`config.mk`:
```
export PLATFORM = sky130hd
export DESIGN_NAME = wb_regfile
export DESIGN_NICKNAME = d
export VERILOG_FILES = /design/src/rtl/wb_pkg.sv /design/src/rtl/wb_select.sv /design/src/rtl/wb_regfile.sv
export SDC_FILE = /design/constraint.sdc
export NUM_CORES = 2
export LEC_CHECK = 0
export CAP_MARGIN = 10
export CORE_UTILIZATION = 45
export CTS_BUF_LIST = sky130_fd_sc_hd__clkbuf_4
export DETAILED_ROUTE_END_ITERATION = 10
export PLACE_DENSITY_LB_ADDON = 0.05
export SLEW_MARGIN = 20
export SYNTH_ARGS = -nofsm -noshare
export SYNTH_HDL_FRONTEND = slang
export SYNTH_SLANG_ARGS = --single-unit
```
`constraint.sdc`:
```
create_clock -name clk -period 61.8 [get_ports clk]
set_input_delay 9.27 -clock clk [delete_from_list [all_inputs] [get_ports clk]]
set_output_delay 9.27 -clock clk [all_outputs]
set_load 0.02 [all_outputs]
```
`src/rtl/wb_pkg.sv`:
```
// Shared constants and select encodings for the write-back stage.
// Latency: n/a (types and constants only).
// Backpressure: n/a.
package wb_pkg;

    localparam int DATA_W   = 32;
    localparam int ADDR_W   = 5;
    localparam int REG_ZERO = 0;

    typedef enum logic {
        SRC_ALU = 1'b0,
        SRC_MEM = 1'b1
    } wb_src_t;

    typedef enum logic {
        DST_RT = 1'b0,
        DST_RD = 1'b1
    } wb_dst_sel_t;

endpackage

```
`src/rtl/wb_select.sv`:
```
// Write-back source/destination muxing and commit-enable generation.
// Latency: purely combinational, zero cycles.
// Backpressure: none; wb_hold forces the commit enable low for the cycle.
module wb_select #(
    parameter int DATA_W = wb_pkg::DATA_W,
    parameter int ADDR_W = wb_pkg::ADDR_W
) (
    input  logic              wb_hold,
    input  logic              reg_write,
    input  logic              mem_to_reg,
    input  logic              reg_dst,
    input  logic [DATA_W-1:0] dato_mem,
    input  logic [DATA_W-1:0] alu,
    input  logic [ADDR_W-1:0] rd,
    input  logic [ADDR_W-1:0] rt,
    output logic [DATA_W-1:0] wb_data,
    output logic [ADDR_W-1:0] wb_dst,
    output logic              wr_en
);
    import wb_pkg::*;

    // Pick value and destination; the hold term is ANDed first so an
    // X/Z on the data/address fields under hold still yields wr_en = 0.
    always_comb begin
        wb_data = alu;
        wb_dst  = rt;
        if (wb_src_t'(mem_to_reg) == SRC_MEM) begin
            wb_data = dato_mem;
        end
        if (wb_dst_sel_t'(reg_dst) == DST_RD) begin
            wb_dst = rd;
        end
        wr_en = reg_write & ~wb_hold & (wb_dst != ADDR_W'(REG_ZERO));
    end

endmodule

```
`src/rtl/wb_regfile.sv`:
```
// 32-entry register file written from MEM/WB, two bypassed read ports, fwd record, write counter.
// Latency: write visible in storage 1 cycle later; read ports see it same cycle via bypass.
// Backpressure: none; wb_hold drops the write entirely for that cycle.
module wb_regfile #(
    parameter int DATA_W = wb_pkg::DATA_W,
    parameter int ADDR_W = wb_pkg::ADDR_W,
    parameter int CNT_W  = 32
) (
    input  logic              clk,
    input  logic              rst,
    input  logic              wb_hold,
    input  logic              reg_write,
    input  logic              mem_to_reg,
    input  logic              reg_dst,
    input  logic [DATA_W-1:0] dato_mem,
    input  logic [DATA_W-1:0] alu,
    input  logic [ADDR_W-1:0] rd,
    input  logic [ADDR_W-1:0] rt,
    input  logic [ADDR_W-1:0] rs_addr,
    input  logic [ADDR_W-1:0] rt_addr,
    output logic [DATA_W-1:0] rs_data,
    output logic [DATA_W-1:0] rt_data,
    output logic              fwd_valid,
    output logic [ADDR_W-1:0] fwd_reg,
    output logic [DATA_W-1:0] fwd_data,
    output logic [CNT_W-1:0]  wr_count
);
    import wb_pkg::*;

    localparam int DEPTH = 1 << ADDR_W;

    logic [DATA_W-1:0] regs [DEPTH];
    logic [DATA_W-1:0] wb_data;
    logic [ADDR_W-1:0] wb_dst;
    logic              wr_en;

    wb_select #(
        .DATA_W (DATA_W),
        .ADDR_W (ADDR_W)
    ) u_select (
        .wb_hold    (wb_hold),
        .reg_write  (reg_write),
        .mem_to_reg (mem_to_reg),
        .reg_dst    (reg_dst),
        .dato_mem   (dato_mem),
        .alu        (alu),
        .rd         (rd),
        .rt         (rt),
        .wb_data    (wb_data),
        .wb_dst     (wb_dst),
        .wr_en      (wr_en)
    );

    // Storage update; wr_en already excludes register 0, so entry 0 stays at its reset zero.
    always_ff @(posedge clk or posedge rst) begin
        if (rst) begin
            for (int i = 0; i < DEPTH; i++) begin
                regs[i] <= '0;
            end
        end else if (wr_en) begin
            regs[wb_dst] <= wb_data;
        end
    end

    // Forwarding record and retired-write counter; record data holds when nothing commits.
    always_ff @(posedge clk or posedge rst) begin
        if (rst) begin
            fwd_valid <= 1'b0;
            fwd_reg   <= '0;
            fwd_data  <= '0;
            wr_count  <= '0;
        end else begin
            fwd_valid <= wr_en;
            if (wr_en) begin
                fwd_reg  <= wb_dst;
                fwd_data <= wb_data;
                wr_count <= wr_count + CNT_W'(1);
            end
        end
    end

    // Read ports: zero register first, then same-cycle write bypass, then storage.
    always_comb begin
        rs_data = regs[rs_addr];
        rt_data = regs[rt_addr];
        if (rs_addr == ADDR_W'(REG_ZERO)) begin
            rs_data = '0;
        end else if (wr_en && rs_addr == wb_dst) begin
            rs_data = wb_data;
        end
        if (rt_addr == ADDR_W'(REG_ZERO)) begin
            rt_data = '0;
        end else if (wr_en && rt_addr == wb_dst) begin
            rt_data = wb_data;
        end
    end

endmodule

```
# After elaboration in Yosys (flattened, before gate mapping)
# Index checks and enable logic that the tools add are counted.
[word_totals]
output_inout_bits = 134
regBits = 1094
elab_cells = 70
input_bits = 90
[op_classes]
n_bitwise = 6
reduce_logical = 6
add_sub_neg = 1
mux = 15
order_cmp = 4
n_eq_ne = 2
[op_table]
columns = ["cell", "count"]
rows = [
  ["bitwise mux 1024 bit", 1],
  ["binary-select mux 32 bit (select 5 bit)", 2],
  ["two-way mux 32 bit", 10],
  ["demux 32 bit (select 5 bit)", 1],
  ["adder 32 x 1 -> 32 bit, second input constant", 1],
  ["greater-or-equal comparator 6 bit, second input constant", 3],
  ["inverter 5 -> 6 bit", 3],
  ["equality test 5 bit", 2],
  ["zero test 5 bit", 2],
  ["< comparator 6 x 1 -> 1 bit, second input constant", 1],
  ["two-way mux 5 bit", 1],
  ["nonzero test 5 bit", 1],
  ["logical AND 1 bit", 3],
  ["AND 1 bit", 2],
  ["inverter 1 bit", 1],
]

# Depth between registers and ports, before layout
[logic_depth]
ltp_word = 7
depth_mapped = 11
ltp_nobuf = 6

# Modules after synthesis
# From an unflattened synthesis, not the netlist that was laid out.
[hier_totals]
cells_unflattened = 4007
hier_area_um2 = 58742.6
[by_module_without_submodules]
columns = ["mod", "n_inst", "cells_each", "seq_area_each_um2", "area_per_inst_um2"]
rows = [
  ["wb_regfile", 1, 3962, 27376.3, 58262.1],
  ["wb_select", 1, 45, 0.0, 480.5],
]

# Worst setup path before layout
# Ideal clock, no wire load.
[synth_path]
kind = "input to output"
start = "input port reg_dst"
end = "output port rs_data[16]"
path_slack_ns = 41.086
t_arrival_ns = 11.444
path_buffers = 3
required_time_ns = 52.530
stages = 9
cell_sequence = "buf_2 -> buf_6 -> mux2i_4 -> xor2_1 -> nand3_1 -> nor4_4 -> buf_4 -> a211oi_1 -> a211oi_1"
[synth_between]
elab_chain_len = 6
word_cells_on_any_way = 7
classes_between = "eq/ne (1); mux (3); bitwise (1); reduce/logical (2)"
[synth_lines]
columns = ["item", "line_no", "rtl"]
rows = [
  ["start, declared", "wb_regfile.sv:14", "input logic reg_dst,"],
  ["two-way mux 5 bit (*)", "wb_select.sv:30", "if (wb_dst_sel_t'(reg_dst) == DST_RD) begin"],
  ["nonzero test 5 bit", "wb_select.sv:33", "wr_en = reg_write & ~wb_hold & (wb_dst != ADDR_W'(REG_ZERO));"],
  ["AND 1 bit", "wb_select.sv:33", ""],
  ["logical AND 1 bit (*)", "wb_regfile.sv:88", "end else if (wr_en && rs_addr == wb_dst) begin"],
  ["two-way mux 32 bit (*)", "wb_regfile.sv:88", ""],
  ["two-way mux 32 bit (*)", "wb_regfile.sv:86", "if (rs_addr == ADDR_W'(REG_ZERO)) begin"],
  ["end, declared", "wb_regfile.sv:21", "output logic [DATA_W-1:0] rs_data,"],
]
# Mark *: on every way between the ends. The rest lies on a longest branch, timed or not.

# Final worst setup path
[layout_path]
start = "input port reg_dst"
end = "output port rt_data[5]"
[layout_between]
elab_chain_len = 6
word_cells_on_any_way = 7
classes_between = "eq/ne (1); mux (3); bitwise (1); reduce/logical (2)"
[layout_lines]
columns = ["item", "line_no", "rtl"]
rows = [
  ["two-way mux 5 bit (*)", "wb_select.sv:30", ""],
  ["nonzero test 5 bit", "wb_select.sv:33", ""],
  ["AND 1 bit", "wb_select.sv:33", ""],
  ["logical AND 1 bit (*)", "wb_regfile.sv:93", "end else if (wr_en && rt_addr == wb_dst) begin"],
  ["two-way mux 32 bit (*)", "wb_regfile.sv:93", ""],
  ["two-way mux 32 bit (*)", "wb_regfile.sv:91", "if (rt_addr == ADDR_W'(REG_ZERO)) begin"],
  ["end, declared", "wb_regfile.sv:22", "output logic [DATA_W-1:0] rt_data,"],
]
# Marks and branches as above.

==> results.json <==
{
  "status": "finished clean",
  "period_share_pct": 38.4,
  "clock_insertion_delay_worst_skew_ns": 1.21,
  "drive_gt1_share_pct": 21.4,
  "ys_top_cells_by_count": "dfrtp_1, nor2_1, a21oi_1",
  "initial_core_util_pct": 45.5,
  "fin_crit_ns": 23.75,
  "postCtsHoldBufs": 0,
  "largest_reg_flops": 1024,
  "p_comb_share_pct": 23.4,
  "core_area_sq_um": 122000,
  "syn_to_final_growth_pct": 13.9,
  "post_cts_buffers": 0,
  "grt_pass1_vias": 44300,
  "reg.largest.list": "regs (1024), fwd_data (32), wr_count (32)",
  "async_flop_share_pct": 100,
  "wirelength_um": 208000,
  "htree_levels": 5,
  "num_rows": 128,
  "synth_area_leader_cell": "dfrtp_1",
  "detail-route-antenna-nets": 0,
  "gr-usage-met1_pct": 47.7,
  "ys_warn_count": 0,
  "critPathLaunch": "reg_dst",
  "worst-setup-path-type": "in -> out",
  "syn_area_sq_um": 55600,
  "synthCells": 5144,
  "dpl_worst_slack_ns": 38.18,
  "clockBufferDepth": 4,
  "yosysSeqAreaShare_pct": 49.2,
  "timing.fmax_mhz": 42.1,
  "cap_violations": 0,
  "setup_viol": 0,
  "design.die.area_sq_um": 125000,
  "cts_buffers": 322,
  "grtUsageTotal_pct": 33.6,
  "r2r_slack_ns": 59.24,
  "hold_path_depth": 0,
  "finish.utilization_pct": 51.8,
  "dp_hpwl_um": 118000,
  "arrival_ns": 14.48,
  "worstMarginPinSlew_ns": 1.19,
  "crit_slowest_cell": "clkdlybuf4s50_1",
  "worst-path-buf-inv": 3,
  "route.vias.total": 44100,
  "vdd_drop_max_v": 0.0000209,
  "cp_common_cell": "clkdlybuf4s50_1",
  "r2r-end": "wr_count[26]$_DFFE_PP0P_",
  "p_sw_mw": 0.696,
  "fin_area_sq_um": 63300,
  "p_int_mw": 1.47,
  "hold_viol": 0,
  "fin_nets": 5369,
  "yosysMostFrequentCell": "dfrtp_1",
  "grt_max_degree": 173,
  "overflow": 0,
  "die_h_um": 354,
  "drc": 0,
  "seqPwrFrac_pct": 46.0,
  "grt.met3_usage_pct": 7.51,
  "cts_tree": "built",
  "critical_path.endpoint_type": "primary output",
  "first_pass_iters": 5,
  "synth_edf_count": 0,
  "swShare_pct": 32.1,
  "maxSlewHeadroom_pct": 21.0,
  "min_from": "regs[1006]$_DFFE_PP0P_",
  "p_per_area_nw_per_um2": 34.2,
  "cp.required_ns": 52.53,
  "synth.top_cell.area_share_pct": 49.2,
  "grt_pass1_wl_um": 307000,
  "r2r_cells": 6,
  "detail_route.wl_per_cell_um": 29.2,
  "clkPwrFrac_pct": 30.5,
  "path_clk_slew_ns": 0.06,
  "synth_fp_nets": 5235,
  "post_cts_resized": 0,
  "dpl_cell_area_sq_um": 59500,
  "pin_count": 224,
  "crit_fanout": 52,
  "gp_congestion": 0.815,
  "cp_slowest_stage_delay_ns": 0.92,
  "holdPathEnd": "regs[1006]$_DFFE_PP0P_",
  "antenna_found_initial": 11,
  "timing.setup.tns_ns": 0,
  "ys_top_cells_by_area": "dfrtp_1, mux4_2, a21oi_1, nor2_1, mux2i_1",
  "drv_slew": 0,
  "synth_cell_types": 53,
  "cts.sinks": 1094,
  "skew_ns": 0.0471,
  "ys_ff_latch": 1094,
  "viasPerCell": 6.19,
  "reg2reg_from": "wr_count[4]$_DFFE_PP0P_",
  "fp.dieW_um": 354,
  "leakage_nw": 26.9,
  "busiest_layer": "met2",
  "grtUsageMet2_pct": 50.7,
  "syn_avg_cell_area_sq_um": 10.8,
  "registers.top_by_ff_count": "regs",
  "rsz0062_at_grt": "no",
  "port_buffers": 223,
  "crit_path_cell_trace": "clkdlybuf4s50_1 -> mux2i_1 -> xnor2_1 -> nor4_4 -> buf_4 -> nor3_1 -> a211oi_1 -> clkdlybuf4s50_1",
  "first_iter_violations": 4451,
  "hp-class": "reg -> reg",
  "cp-start-kind": "input port",
  "critPathTopFamily": "buffers and inverters",
  "cts_root_buffer": "clkbuf_4",
  "setup_ws_ns": 38.05,
  "synth-main-ff-cell": "dfrtp_1"
}
## layout by cell type (no fill, tap or decap), types with 32 or more instances in the layout
cell type / netlist / routed
dfrtp_1: 1094 / 1094
nor2_1: 793 / 774
a21oi_1: 751 / 751
clkbuf_4: 0 / 453
mux4_2: 446 / 446
nand2_1: 399 / 395
o21ai_0: 314 / 314
clkdlybuf4s50_1: 0 / 212
mux2i_1: 175 / 143
a22oi_1: 131 / 131
buf_4: 9 / 127
a211oi_1: 92 / 92
o22ai_1: 82 / 82
nor3_1: 82 / 80
clkinv_1: 0 / 66
mux2i_4: 2 / 34
o211ai_1: 32 / 32
## stage by stage
| stage | total power [mW] | hold slack [ns] | cells |
|---|---|---|---|
| 5_1_grt | 2.29 | 0.409 | 7118 |
| 4_1_cts | 2.17 | 0.397 | 7107 |
| 3_5_place_dp | 1.51 | 0.383 | 6577 |
| 3_3_place_gp | 1.49 | 0.376 | 6574 |
| 2_1_floorplan | 1.34 | 0.441 | 5144 |
| 6_report | 2.17 | 0.394 | 7121 |
## kinds of logic after synthesis
group	count (synthesis)	synth area share [%]
muxes	655	21.9
and+or+nand+nor	1369	9.90
buffers and inverters	551	3.94
DFF	1094	49.2
AOI/OAI and AO/OA	1433	14.3
adders and majority gates	1	0.0225
xor gates and xnor gates	41	0.646
## worst register-to-register path, cell delays in order, from the launching register on
cell and delay, ns:
dfrtp_1 0.44, and4_1 0.31, and4_1 0.28, o2111a_1 0.38
nand4_1 0.43, or3_1 0.48, xnor2_1 0.13
## per-layer routing
metal / up-vias / wire length [um]
li1: 19100 / -
met1: 22500 / 89100
met2: 2082 / 94100
met3: 450 / 17800
met4: 2 / 7020
met5: - / 20
## power groups by stage
stage          logic (mW)  registers, mW  clock network (mW)
3_5_place_dp        0.506           1.00                   0
3_3_place_gp        0.496          0.998                   0
4_1_cts             0.507          0.992               0.675
5_1_grt             0.558           1.02               0.714
2_1_floorplan       0.368          0.976                   0
6_report            0.508          0.997               0.662
## worst max path at each step
stage / to / slack [ns] / cells after the start
2_1_floorplan: fwd_data[0]$_DFFE_PP0P_ / 21.73 / 1
3_3_place_gp: rt_data[5] / 38.23 / 8
3_5_place_dp: rt_data[5] / 38.18 / 8
4_1_cts: rt_data[5] / 38.15 / 8
5_1_grt: rt_data[5] / 37.92 / 8
6_report: rt_data[5] / 38.05 / 8
## final cells by class
cell class / count / area (sq um)
flip-flops and latches: 1094 / 27400
clock buffers: 453 / 3400
inverters: 6 / 30.0
diodes: 12 / 30.0
repair buffers: 355 / 3350
clock inverters: 77 / 322
fillers: 11100 / 58900
multi-input cells: 3499 / 26800
well taps: 1625 / 2030
Note: power is estimated with default switching activity, not from simulation.
